## src/rtl/hazard_ctrl_pkg.sv

```systemverilog
// hazard_ctrl_pkg: shared rv32i types, fetch FSM states and control vectors for the hazard controller
package hazard_ctrl_pkg;
  localparam int XLEN = 32;
  localparam int CNT_W = 32;
  typedef logic [XLEN-1:0] word_t;
  typedef logic [4:0] reg_idx_t;
  typedef enum logic [1:0] {FETCH, HELD, DROP} fetch_state_e;
  typedef struct packed {
    logic pc;
    logic ifid;
    logic idex;
    logic exmem;
    logic memwb;
    logic ifid_flush;
    logic idex_flush;
  } pipe_ctrl_t;
  localparam pipe_ctrl_t CTRL_RESET    = 7'b0111111;
  localparam pipe_ctrl_t CTRL_DSTALL   = 7'b0000000;
  localparam pipe_ctrl_t CTRL_REDIRECT = 7'b1111111;
  localparam pipe_ctrl_t CTRL_LDUSE    = 7'b0011101;
  localparam pipe_ctrl_t CTRL_BUBBLE   = 7'b0111110;
  localparam pipe_ctrl_t CTRL_ADVANCE  = 7'b1111100;
  function automatic logic reads_reg(input logic uses, input reg_idx_t rs, input reg_idx_t rd);
    return uses && rs == rd;
  endfunction
endpackage

```

## src/rtl/hazard_ctrl_if.sv

```systemverilog
// hazard_ctrl_if: instruction fetch handshake and data-memory status seen by the hazard controller
interface hazard_ctrl_if;
  import hazard_ctrl_pkg::*;
  logic imem_read;
  logic imem_resp;
  word_t imem_rdata;
  logic dmem_req;
  logic dmem_resp;
  modport master(output imem_read, input imem_resp, imem_rdata, dmem_req, dmem_resp);
  modport slave(input imem_read, output imem_resp, imem_rdata, dmem_req, dmem_resp);
endinterface

```

## src/rtl/hazard_ctrl_perf_counter.sv

```systemverilog
// perf_counter: saturating event counter with synchronous active-low clear
module perf_counter
  import hazard_ctrl_pkg::*;
#(
  parameter int W = CNT_W
) (
  input  logic         clk,
  input  logic         rst,
  input  logic         inc,
  output logic [W-1:0] count
);
  // count events, holding at all-ones instead of wrapping
  always_ff @(posedge clk) begin
    count <= !rst ? '0 : (inc && count != '1) ? count + 1'b1 : count;
  end
endmodule

```

## src/rtl/hazard_ctrl.sv

```systemverilog
// hazard_ctrl: pipeline stall/flush arbitration with a fetch-word hold buffer and perf counters
module hazard_ctrl
  import hazard_ctrl_pkg::*;
(
  input  logic             clk,
  input  logic             rst,
  hazard_ctrl_if.master    bus,
  input  logic             idex_is_load,
  input  reg_idx_t         idex_rd,
  input  reg_idx_t         ifid_rs1,
  input  reg_idx_t         ifid_rs2,
  input  logic             ifid_uses_rs1,
  input  logic             ifid_uses_rs2,
  input  logic             ex_redirect,
  output word_t            instr_out,
  output logic             pc_en,
  output logic             ifid_en,
  output logic             idex_en,
  output logic             exmem_en,
  output logic             memwb_en,
  output logic             ifid_flush,
  output logic             idex_flush,
  output logic [CNT_W-1:0] stall_cycles,
  output logic [CNT_W-1:0] flush_count
);
  fetch_state_e state;
  word_t buffer;
  pipe_ctrl_t ctrl;
  logic dstall, lduse, fetch_ok, redirect;
  assign dstall = bus.dmem_req && !bus.dmem_resp;
  assign lduse = idex_is_load && idex_rd != '0 &&
                 (reads_reg(ifid_uses_rs1, ifid_rs1, idex_rd) || reads_reg(ifid_uses_rs2, ifid_rs2, idex_rd));
  assign fetch_ok = (state == FETCH && bus.imem_resp) || state == HELD;
  assign redirect = ex_redirect && !dstall;
  // one action per cycle, highest priority first
  always_comb begin
    ctrl = !rst ? CTRL_RESET : dstall ? CTRL_DSTALL : ex_redirect ? CTRL_REDIRECT :
           lduse ? CTRL_LDUSE : !fetch_ok ? CTRL_BUBBLE : CTRL_ADVANCE;
  end
  assign {pc_en, ifid_en, idex_en, exmem_en, memwb_en, ifid_flush, idex_flush} = ctrl;
  assign bus.imem_read = rst && state != HELD;
  assign instr_out = !rst ? '0 : state == HELD ? buffer : bus.imem_rdata;
  // fetch FSM: park a returned word while IF/ID is frozen, drop a word fetched down a stale path
  always_ff @(posedge clk) begin
    if (!rst) begin
      state <= FETCH;
      buffer <= '0;
    end else begin
      case (state)
        FETCH:
          if (bus.imem_resp && (dstall || (lduse && !ex_redirect))) begin
            buffer <= bus.imem_rdata;
            state <= HELD;
          end else if (redirect && !bus.imem_resp) state <= DROP;
        HELD: if (!dstall && (ex_redirect || !lduse)) state <= FETCH;
        DROP: if (bus.imem_resp) state <= FETCH;
        default: state <= FETCH;
      endcase
    end
  end
  perf_counter #(.W(CNT_W)) u_stall (.clk(clk), .rst(rst), .inc(!pc_en), .count(stall_cycles));
  perf_counter #(.W(CNT_W)) u_flush (.clk(clk), .rst(rst), .inc(redirect), .count(flush_count));
endmodule

```

## src/flat_wrapper.sv

```systemverilog
// flat-port wrapper written by rule: the top's interface ports become plain ports
module hazard_ctrl_flat import hazard_ctrl_pkg::*;
  (clk, rst, idex_is_load, idex_rd, ifid_rs1, ifid_rs2, ifid_uses_rs1, ifid_uses_rs2, ex_redirect, instr_out, pc_en, ifid_en, idex_en, exmem_en, memwb_en, ifid_flush, idex_flush, stall_cycles, flush_count, bus_imem_read, bus_imem_resp, bus_imem_rdata, bus_dmem_req, bus_dmem_resp);
  hazard_ctrl_if bus_i ();
  input  logic clk;
  input  logic rst;
  input  logic idex_is_load;
  input  reg_idx_t idex_rd;
  input  reg_idx_t ifid_rs1;
  input  reg_idx_t ifid_rs2;
  input  logic ifid_uses_rs1;
  input  logic ifid_uses_rs2;
  input  logic ex_redirect;
  output word_t instr_out;
  output logic pc_en;
  output logic ifid_en;
  output logic idex_en;
  output logic exmem_en;
  output logic memwb_en;
  output logic ifid_flush;
  output logic idex_flush;
  output logic [CNT_W-1:0] stall_cycles;
  output logic [CNT_W-1:0] flush_count;
  output wire logic [$bits(bus_i.imem_read)-1:0] bus_imem_read;
  input wire logic [$bits(bus_i.imem_resp)-1:0] bus_imem_resp;
  input wire logic [$bits(bus_i.imem_rdata)-1:0] bus_imem_rdata;
  input wire logic [$bits(bus_i.dmem_req)-1:0] bus_dmem_req;
  input wire logic [$bits(bus_i.dmem_resp)-1:0] bus_dmem_resp;
  assign bus_imem_read = bus_i.imem_read;
  assign bus_i.imem_resp = bus_imem_resp;
  assign bus_i.imem_rdata = bus_imem_rdata;
  assign bus_i.dmem_req = bus_dmem_req;
  assign bus_i.dmem_resp = bus_dmem_resp;
  hazard_ctrl u_core (.clk(clk), .rst(rst), .bus(bus_i), .idex_is_load(idex_is_load), .idex_rd(idex_rd), .ifid_rs1(ifid_rs1), .ifid_rs2(ifid_rs2), .ifid_uses_rs1(ifid_uses_rs1), .ifid_uses_rs2(ifid_uses_rs2), .ex_redirect(ex_redirect), .instr_out(instr_out), .pc_en(pc_en), .ifid_en(ifid_en), .idex_en(idex_en), .exmem_en(exmem_en), .memwb_en(memwb_en), .ifid_flush(ifid_flush), .idex_flush(idex_flush), .stall_cycles(stall_cycles), .flush_count(flush_count));
endmodule
```

## config.mk

```make
export PLATFORM = sky130hd
export DESIGN_NAME = hazard_ctrl_flat
export DESIGN_NICKNAME = d
export VERILOG_FILES = /design/src/rtl/hazard_ctrl_pkg.sv /design/src/rtl/hazard_ctrl_if.sv /design/src/rtl/hazard_ctrl_perf_counter.sv /design/src/rtl/hazard_ctrl.sv /design/src/flat_wrapper.sv
export SDC_FILE = /design/constraint.sdc
export NUM_CORES = 1
export LEC_CHECK = 0
export ABC_CLOCK_PERIOD_IN_PS = 2910
export BUFFER_PORTS_ARGS = -buffer_cell sky130_fd_sc_hd__buf_2
export CAP_MARGIN = 20
export CORE_ASPECT_RATIO = 0.75
export CORE_UTILIZATION = 52
export DETAILED_ROUTE_END_ITERATION = 12
export GPL_TIMING_DRIVEN = 0
export PLACE_DENSITY = 0.81
export SLEW_MARGIN = 15
export SYNTH_ARGS = -nofsm -noshare
export SYNTH_HDL_FRONTEND = slang
export SYNTH_SLANG_ARGS = --single-unit
```

## constraint.sdc

```tcl
create_clock -name clk -period 2.91 [get_ports clk]
set_input_delay 0.4365 -clock clk [delete_from_list [all_inputs] [get_ports clk]]
set_output_delay 0.4365 -clock clk [all_outputs]
set_load 0.02 [all_outputs]
```

==> run metrics, run 1 <==
status complete, no violations; area of the multi-input gates around 3000 um^2; share of layout cells above drive strength 1 0.245; drt pass-1 iters 6; Worst Setup EP pc_en; Synth area leaders dfxtp_1 (38%), mux2i_1 (8.1%), nand2_1 (7.6%), a21oi_1 (5.3%), nor2_1 (5.1%); WS Path Type input pin to output port; die width 117 um; Clk Latency, worst-skew pair 0.34 ns; Vias 5,505; Remaining DRCs 0; critical path endpoint category output port; Async SR Flop Fraction 0; clock share of power 0.405; sw frac 0.258; Peak VDD IR 308 uV; Placer Congestion ~0.92; Initial Utilization 0.537; Post-Syn Area roughly 5200 um^2; antenna viol nets, final 0; # nets final 878; worst r2r path cells 7; clock sinks 98; Critical Path Max Stage Delay 0.54 ns; htree depth 3; CP delay by family, top buffers and inverters; Final Util 0.667; top cell type by total area after synthesis dfxtp_1; full die area 10,400 um^2; Root Driver clkbuf_16; post-synthesis sequential area ratio 0.378; num rows 31; most numerous cell in the Yosys netlist nand2_1; cell mode on critical path buf_2; reg2reg start u_core.u_flush.count[0]; PwrDens 451 nW/um^2; Total GRT Usage 0.272; Post-CTS Setup Inserts 0; area grow syn2layout 24.2%; Post-synth EDFFs 0; Period minus WS final ~2.8 ns; Longest Clk Path Bufs 2; Buffers & Inverters on Critical Path 5; Antenna diodes 0; r2r setup slk 0.27 ns; Sequential Power Share 0.476; dominant synthesized flop cell dfxtp_1; switching power 0.750 mW; Max-slew headroom 0.490; worst path required time roughly 2.5 ns; Layout fillers slightly above 800; Synth cell types 50; Slew Limit Fails 0; via/cell ratio 5.75; Synth top area share 0.378; CP max-delay cell or4_1; skew final about 0.0065 ns; Crit path depth 8; first-pass GRT wire length 22,900 um; placed insts 941; crit path DAT between 2 and 2.5 ns; Detailed Route WL 14,700 um; largest net degree at the start of global routing 17; Sum Neg Setup Slack 0 ns; CP max FO 10; Syn Nets ~700; MaxCap Viol Count 0; CP startpoint idex_rd[0]; vias in the first global route 4,922; die height 88.5 um; crit start category input pin; setup violators final 0; Synth top cells by count nand2_1 (105), dfxtp_1 (98), nor2_1 (71), a21oi_1 (55), mux2i_1 (42); Sequential Area about 2000 um^2; Finished Layout Cells 957; Logic pwr share 0.119; initial antenna violation count 0; Post-Syn Instances 651; hold crit path type input pin to flop; core footprint 9660 um^2; boundary pin count 160; hold slack roughly 0.35 ns; CTS buffer count 9; HPWL after DPL 11,000 um; clk slew on worst S/H paths 0.07 ns; Leak 2.59 nW; worst slew pin tran 0.758 ns; reg-to-reg endpoint u_core.u_flush.count[26]; Syn Area/Cell 7.97 um^2; RSZ-0062 raised after global routing no; Pint 2.16 mW; fin crit share 0.967; TritonCTS clock tree done; flops & latches, synth 98; CTS resizes 0; Max Clk Rate 355 MHz; total gr overflow 0; CP Cell Sequence buf_2 > or4_1 > o21ai_2 > o31a_1 > buf_2 > buf_6 > buf_2 > buf_2; Post-CTS Hold Buffers 0; average routed wire per standard cell ~15 um; Yosys warnings 0; initial DRC count just over 400; input/output buffers around 160; final hold vios 0
[cell usage in the layout (no fill, tap or decap), types with 4 or more instances in the layout]
master,n
nor3_1,14
o41ai_1,4
inv_1,10
or4_1,10
o311ai_0,4
nor4_1,9
dfxtp_1,98
and4_1,6
o31ai_1,8
nor2_1,71
or3_1,16
mux2i_1,42
nand3_1,28
buf_2,166
a21oi_1,55
clkbuf_1,24
xnor2_1,19
nand2_1,105
nand4_1,20
o21ai_0,19
nor4_2,5
clkbuf_16,9
xor2_1,16
nand2b_1,15
[through the flow]
stage / worst slack (ns) / total power [mW] / area [um^2]
global route: 0.0160 / 3.02 / 6450
CTS: 0.0205 / 2.92 / 6440
floorplan: 0.564 / 1.62 / 5190
finish: 0.0965 / 2.91 / 6450
global placement: 0.0447 / 1.74 / 6150
detailed placement: 0.0359 / 1.75 / 6150
[power groups by stage]
stage / Combinational [mW] / Sequential [mW] / Clock (mW)
finish: 0.346 / 1.38 / 1.18
global placement: 0.331 / 1.41 / 0
CTS: 0.343 / 1.38 / 1.20
global route: 0.377 / 1.38 / 1.26
detailed placement: 0.342 / 1.41 / 0
floorplan: 0.205 / 1.41 / 0
[area by class of cell]
class | instances | area share
multi-input combinational | 500 | 0.464
sequential | 98 | 0.304
timing repair buffer | 158 | 0.123
clock buffer | 9 | 0.0349
buffer | 42 | 0.0314
tap | 132 | 0.0256
clock inverter | 7 | 0.0109
inverter | 11 | 0.00641
[layer usage]
layer | track usage | part of all wire | vias up
li1 | - | - | 2629
met1 | 0.342 | 0.43 | 2596
met2 | 0.466 | 0.48 | 251
met3 | 0.0561 | 0.072 | 29
met4 | 0.107 | 0.022 | 0
met5 | 0 | 0 | -
[how the worst min path moves through the flow]
| stage | depth (start not counted) | startpoint | to |
|---|---|---|---|
| floorplan | 2 | u_core.buffer[0] | u_core.buffer[0] |
| global placement | 2 | u_core.u_stall.count[15] | u_core.u_stall.count[15] |
| detailed placement | 2 | u_core.u_stall.count[6] | u_core.u_stall.count[6] |
| CTS | 3 | bus_imem_rdata[19] | u_core.buffer[19] |
| global route | 3 | bus_imem_rdata[19] | u_core.buffer[19] |
| finish | 3 | bus_imem_rdata[13] | u_core.buffer[13] |
[sequential cells by signal, summed over array words and instances, names as in the netlist]
name,flops
u_core.buffer,32
u_core.u_stall.count,32
u_core.u_flush.count,32
u_core.state,2
[worst min-delay path, stage by stage]
cell,delay [ns]
buf_2,0.09
mux2i_1,0.06
nor2_1,0.07
[kinds of logic (layout without fill, tap and decap cells)]
logic type               count (synthesis)  in the layout  synth area share
buffers and inverters                   53            227            0.0468
XOR/XNOR                                35             35            0.0591
multiplexers                            42             42            0.0810
AND/OR/NAND/NOR                        319            319             0.315
flip-flops                              98             98             0.378
adder cells (fa/ha/maj)                  2              2           0.00482
AO/OA/AOI/OAI                          102            102             0.115
Note: power is estimated with default switching activity, not from simulation.
==> run 2: changes to the inputs <==
--- a/config.mk
+++ b/config.mk
@@ -12,8 +12,9 @@
 export CORE_UTILIZATION = 52
 export DETAILED_ROUTE_END_ITERATION = 12
 export GPL_TIMING_DRIVEN = 0
-export PLACE_DENSITY = 0.81
+export PLACE_DENSITY = 0.8
 export SLEW_MARGIN = 15
 export SYNTH_ARGS = -nofsm -noshare
 export SYNTH_HDL_FRONTEND = slang
+export SYNTH_HIERARCHICAL = 1
 export SYNTH_SLANG_ARGS = --single-unit
==> run metrics, run 2 <==
share of layout cells above drive strength 1 0.275 (+0.0297); Yosys warnings 6 (+6); Placer Congestion 0.834 (-9.0%); Synth cell types 51 (+2.0%); drt pass-1 iters 5 (-1); Sequential Power Share 0.475 (about the same); Layout fillers 829 (+0.61%); boundary pin count 160 (unchanged); CP max FO 3 (-7); setup violators final 0 (unchanged); CTS buffer count 9 (unchanged); Post-synth EDFFs 0 (unchanged); fin crit share 0.996 (+0.0288); PwrDens 436 nW/um^2 (-3.3%); Antenna diodes 0 (unchanged); clock sinks 98 (unchanged); worst path required time 3.19 ns (+0.72 ns); largest registers u_core/buffer (32), u_core/u_flush/count (32), u_core/u_stall/count (32); final hold vios 0 (unchanged); commonest non-fill, non-tap cells in the layout buf_2 (158), nand2_1 (99), dfxtp_1 (98), clkbuf_1 (33), a21boi_0 (32); commonest non-fill, non-tap cell in the layout buf_2; Total GRT Usage 0.287 (+0.0146); # nets final 858 (-2.3%); Max Clk Rate 345 MHz (-2.9%); Syn Area/Cell 8.54 um^2 (+7.1%); top cell type by total area after synthesis dfxtp_1; antenna viol nets, final 0 (unchanged); first-pass GRT wire length 25,000 um (+9.1%); MaxCap Viol Count 0 (unchanged); Peak VDD IR 295 uV (-4.1%); Leak 2.71 nW (+4.6%); critical path endpoint category flop; die width 119 um (+1.4%); full die area 10,700 um^2 (+2.9%); Post-CTS Hold Buffers 0 (unchanged); average routed wire per standard cell 16.5 um (+7.3%); Clk Latency, worst-skew pair 0.34 ns (about the same); Pint 2.17 mW (+0.79%); sw frac 0.256 (-0.00173); Vias 5,695 (+3.5%); Sum Neg Setup Slack 0 ns (unchanged); Synth top area share 0.367 (-0.0109); Remaining DRCs 0 (unchanged); core footprint 9810 um^2 (+1.6%); Synth top cells by count nand2_1 (99), dfxtp_1 (98), a21boi_0 (32), clkbuf_1 (32); Post-Syn Area 5340 um^2 (+3.0%); initial DRC count 460 (+14%); Logic pwr share 0.118 (about the same); hold crit path type input pin to flop; Synth area leaders dfxtp_1 (37%), nand2_1 (7.0%), a22o_1 (4.9%), a21boi_0 (4.5%), o31ai_1 (3.2%); crit path DAT 3.18 ns (+0.80 ns); dominant synthesized flop cell dfxtp_1; Root Driver clkbuf_16; post-synthesis sequential area ratio 0.367 (-0.0109); Slew Limit Fails 0 (unchanged); total gr overflow 0 (unchanged); Initial Utilization 0.545 (+0.00719); status complete, no violations; skew final 0.00903 ns (+0.00251 ns); Detailed Route WL 15,500 um (+5.1%); initial antenna violation count 0 (unchanged); largest net degree at the start of global routing 17 (unchanged); Syn Nets 684 (-3.5%); HPWL after DPL 11,300 um (+2.1%); DP Worst Slack -0.775 ns (-0.811 ns); clock share of power 0.408 (+0.003); flops & latches, synth 98 (unchanged); Longest Clk Path Bufs 2 (unchanged); Async SR Flop Fraction 0 (unchanged); RSZ-0062 raised after global routing yes; num rows 31 (unchanged); TritonCTS clock tree done; switching power 0.749 mW (-0.12%); input/output buffers 159 (+0.63%); die height 89.8 um (+1.4%); area grow syn2layout 25.5%; htree depth 3 (unchanged); clk slew on worst S/H paths 0.07 ns (about the same); final worst slack 0.0128 ns (-0.0837 ns); via/cell ratio 6.08 (+5.7%); vias in the first global route 5,147 (+4.6%); Period minus WS final 2.90 ns (+0.0837 ns); Post-Syn Instances 626 (-3.8%); crit start category input pin; WS Path Type input pin to flop; most numerous cell in the Yosys netlist nand2_1; Max-slew headroom 0.511 (+0.0211); worst slew pin tran 0.726 ns (-0.0326 ns)
-- run 2: changes by cell type in the layout (fill, tap and decap cells not counted), sizes merged, moves of 9 or more --
cell    change
o21ai      -13
a21boi     +31
nor2       -49
a22o       +32
o31ai      +15
xnor2       -9
a21oi      -25
mux2i      -28
or4        +17
-- run 2: per-layer routing --
layer,vias up,routed length (um),GRT usage
met5,-,0,0
li1,2696,-,-
met4,0,233,0.0970
met1,2720,6880,0.375
met2,251,7220,0.467
met3,28,1130,0.0622
-- run 2: final timing paths --
kind	start	endpoint	slack [ns]	cells past startpoint
setup / recovery	idex_rd[4]	u_core/u_stall/count[31]	0.01	11
hold / removal	bus_imem_rdata[26]	u_core/buffer[26]	0.32	2
setup reg to reg	u_core/u_stall/count[8]	u_core/u_stall/count[17]	0.30	8
hold reg to reg	u_core/buffer[20]	u_core/buffer[20]	0.48	1
-- run 2: final cells by class --
class                      count  area, um^2  area share
buffer                        44         239      0.0356
clock buffer                  10         229      0.0341
clock inverter                 6        65.1     0.00970
inverter                       7        26.3     0.00392
multi-input combinational    477        3170       0.473
sequential                    98        1960       0.293
tap                          132         165      0.0246
timing repair buffer         163         845       0.126
-- run 2: timing repair --
item                                    CTS  global route
gates resized for setup                   5             9
cloned                                    0             0
buffers inserted                          3             1
endpoints found under the setup margin    7             5
pin swaps                                 6             3
endpoints found under the hold margin     0             0
-- run 2: critical path, cell delays in order --
cell and delay (ns):
buf_8 0.11, xor2_2 0.16, nor4_2 0.29, a32oi_2 0.17
o21a_1 0.24, o21ai_4 0.15, nand4_1 0.20, or4_4 0.54
or3_4 0.34, or4_4 0.42, a21oi_2 0.13
-- run 2: cells by family (layout without fill, tap and decap cells) --
kind of cell             count (synthesis)  in the layout  share of synthesized area
AND/OR/NAND/NOR                        277            277                      0.282
AO/OA/AOI/OAI                          164            164                      0.238
flip-flops                              98             98                      0.367
buffers and inverters                   51            230                     0.0496
XOR/XNOR                                20             20                     0.0328
multiplexers                            14             14                     0.0262
adder cells (fa/ha/maj)                  2              2                    0.00468
-- run 2: power by group through the flow --
stage / clock network [mW] / registers [mW] / logic (mW)
3_3_place_gp: 0 / 1.41 / 0.319
6_report: 1.19 / 1.39 / 0.343
5_1_grt: 1.27 / 1.39 / 0.371
2_1_floorplan: 0 / 1.42 / 0.192
4_1_cts: 1.21 / 1.39 / 0.335
3_5_place_dp: 0 / 1.42 / 0.328
-- run 2: metrics by stage --
step           area (um^2)  total power, mW  hold WS (ns)   util  cells
3_5_place_dp          6310             1.74         0.454  0.643    917
6_report              6710             2.92         0.324  0.683    937
5_1_grt               6710             3.03         0.316  0.683    937
2_1_floorplan         5350             1.61         0.442      -    626
4_1_cts               6650             2.93         0.314  0.678    936
3_3_place_gp          6310             1.73         0.455  0.643    917
==> run 3: changes to the inputs <==
--- a/config.mk
+++ b/config.mk
@@ -9,12 +9,12 @@
 export BUFFER_PORTS_ARGS = -buffer_cell sky130_fd_sc_hd__buf_2
 export CAP_MARGIN = 20
 export CORE_ASPECT_RATIO = 0.75
+export CORE_MARGIN = 3
 export CORE_UTILIZATION = 52
 export DETAILED_ROUTE_END_ITERATION = 12
-export GPL_TIMING_DRIVEN = 0
-export PLACE_DENSITY = 0.8
+export GPL_TIMING_DRIVEN = 1
+export PLACE_DENSITY = 0.81
 export SLEW_MARGIN = 15
 export SYNTH_ARGS = -nofsm -noshare
 export SYNTH_HDL_FRONTEND = slang
-export SYNTH_HIERARCHICAL = 1
 export SYNTH_SLANG_ARGS = --single-unit
==> run metrics, run 3 (synthesized netlist as in run 1, its figures left out) <==
status complete, no violations; Period minus WS final 2.55 ns (-0.343 ns); Root Driver clkbuf_16; hold crit path type input pin to flop; worst slew pin tran 0.642 ns (-0.0833 ns); full die area 11,200 um^2 (+5.0%); Sequential Power Share 0.482 (+0.007); CTS resizes 0 (-5); Clk Latency, worst-skew pair 0.34 ns (about the same); Pint 2.15 mW (-1.2%); num rows 30 (-3.2%); Initial Utilization 0.553 (+0.00850); Longest Clk Path Bufs 2 (unchanged); die width 121 um (+1.9%); largest net degree at the start of global routing 46 (+29); total gr overflow 0 (unchanged); die height 92.5 um (+3.0%); placed insts 911 (-0.65%); Placer Congestion 0.897 (+7.5%); DR top layer met4; vias in the first global route 4,893 (-4.9%); post-placement cell area 6070 um^2 (-3.7%); clk slew on worst S/H paths 0.06 ns (about the same); Total GRT Usage 0.247 (-0.0402); Peak VDD IR 295 uV (about the same); WS Path Type input pin to output port; Max-slew headroom 0.565 (+0.0541); met2 wire length 6880 um (-4.8%); Leak 2.56 nW (-5.5%); Sum Neg Setup Slack 0 ns (unchanged); Detailed Route WL 14,000 um (-9.4%); Vias 5,279 (-7.3%); CP max FO 30 (+27); worst path required time 2.47 ns (-0.72 ns); Final Util 0.678 (-0.00568); setup violators final 0 (unchanged); drt pass-1 iters 7 (+2); htree depth 3 (unchanged); area grow syn2layout 22.5%; total power 2.87 mW (-1.8%); input/output buffers 159 (unchanged); commonest non-fill, non-tap cell in the layout buf_2; core footprint 9380 um^2 (-4.4%); switching power 0.722 mW (-3.6%); MaxCap Viol Count 0 (unchanged); boundary pin count 160 (unchanged); clock sinks 98 (unchanged); final worst slack 0.356 ns (+0.343 ns); crit path DAT 2.12 ns (-1.06 ns); commonest non-fill, non-tap cells in the layout buf_2 (159), nand2_1 (105), dfxtp_1 (98), nor2_1 (71), a21oi_1 (55); Antenna diodes 0 (unchanged); met1 WL 5940 um (-14%); TritonCTS clock tree done; initial DRC count 412 (-10%); Post-CTS Hold Buffers 0 (unchanged); average routed wire per standard cell 15.1 um (-8.3%); # nets final 852 (-0.70%); PwrDens 451 nW/um^2 (+3.5%); hold slack 0.348 ns (+0.0238 ns); initial antenna violation count 0 (unchanged); Finished Layout Cells 926 (-1.2%); Remaining DRCs 0 (unchanged); fin crit share 0.878 (-0.118); Post-CTS Setup Inserts 0 (-3); clock share of power 0.403 (-0.005); Max Clk Rate 392 MHz (+13%); DP Worst Slack 0.182 ns (+0.957 ns); skew final 0.00536 ns (-0.00367 ns); final hold vios 0 (unchanged); antenna viol nets, final 0 (unchanged); share of layout cells above drive strength 1 0.256 (-0.0189); CTS buffer count 9 (unchanged); critical path endpoint category output port; Layout fillers 806 (-2.8%); r2r setup slk 0.43 ns (+0.13 ns); crit start category input pin; Logic pwr share 0.115 (-0.003); RSZ-0062 raised after global routing no; Slew Limit Fails 0 (unchanged); met3 WL 876 um (-23%); first-pass GRT wire length 23,000 um (-8.3%); sw frac 0.252 (-0.00451); Final Instance Area 6360 um^2 (-5.2%); HPWL after DPL 10,300 um (-8.4%); largest registers u_core.buffer (32), u_core.u_flush.count (32), u_core.u_stall.count (32); via/cell ratio 5.70 (-6.2%)
-- run 3: cell count changes in the layout (fill, tap and decap cells not counted), sizes merged, moves of 8 or more --
| cell | previous run | this run |
|---|---|---|
| a21boi | 32 | 1 |
| a21oi | 30 | 55 |
| a22o | 32 | 0 |
| clkbuf | 42 | 10 |
| mux2i | 14 | 42 |
| nor2 | 22 | 71 |
| nor3 | 6 | 14 |
| o21ai | 8 | 21 |
| o31ai | 23 | 8 |
| or4 | 27 | 10 |
| xnor2 | 10 | 19 |
-- run 3: critical path, cell delays in order --
cell	delay (ns)
buf_2	0.12
or4_1	0.51
o21ai_1	0.26
o31a_2	0.52
buf_2	0.26
-- run 3: metal layers --
layer  vias to the layer above  GRT usage
li1                       2581          -
met1                      2482      0.313
met2                       182      0.414
met3                        34     0.0574
met4                         0     0.0830
met5                         -          0
-- run 3: area by class of cell --
type / count / area [um^2] / share of cell area
Clock buffer: 10 / 229 / 0.0360
Inverter: 11 / 42.5 / 0.00669
Multi-Input combinational cell: 500 / 3000 / 0.472
Sequential cell: 98 / 1960 / 0.309
Tap cell: 128 / 160 / 0.0252
Clock inverter: 5 / 56.3 / 0.00885
Timing Repair Buffer: 174 / 908 / 0.143
-- run 3: worst paths after layout --
path / start / endpoint / cells after the start
min: bus_imem_rdata[19] / u_core.buffer[19] / 3
max reg2reg: u_core.u_flush.count[0] / u_core.u_flush.count[26] / 7
min reg2reg: u_core.u_stall.count[6] / u_core.u_stall.count[6] / 2
max: idex_rd[0] / pc_en / 5
-- run 3: power groups by stage --
stage	clock network, mW	registers [mW]	logic [mW]
6_report	1.16	1.38	0.331
2_1_floorplan	0	1.41	0.205
3_3_place_gp	0	1.41	0.316
5_1_grt	1.24	1.38	0.363
3_5_place_dp	0	1.41	0.328
4_1_cts	1.18	1.38	0.330
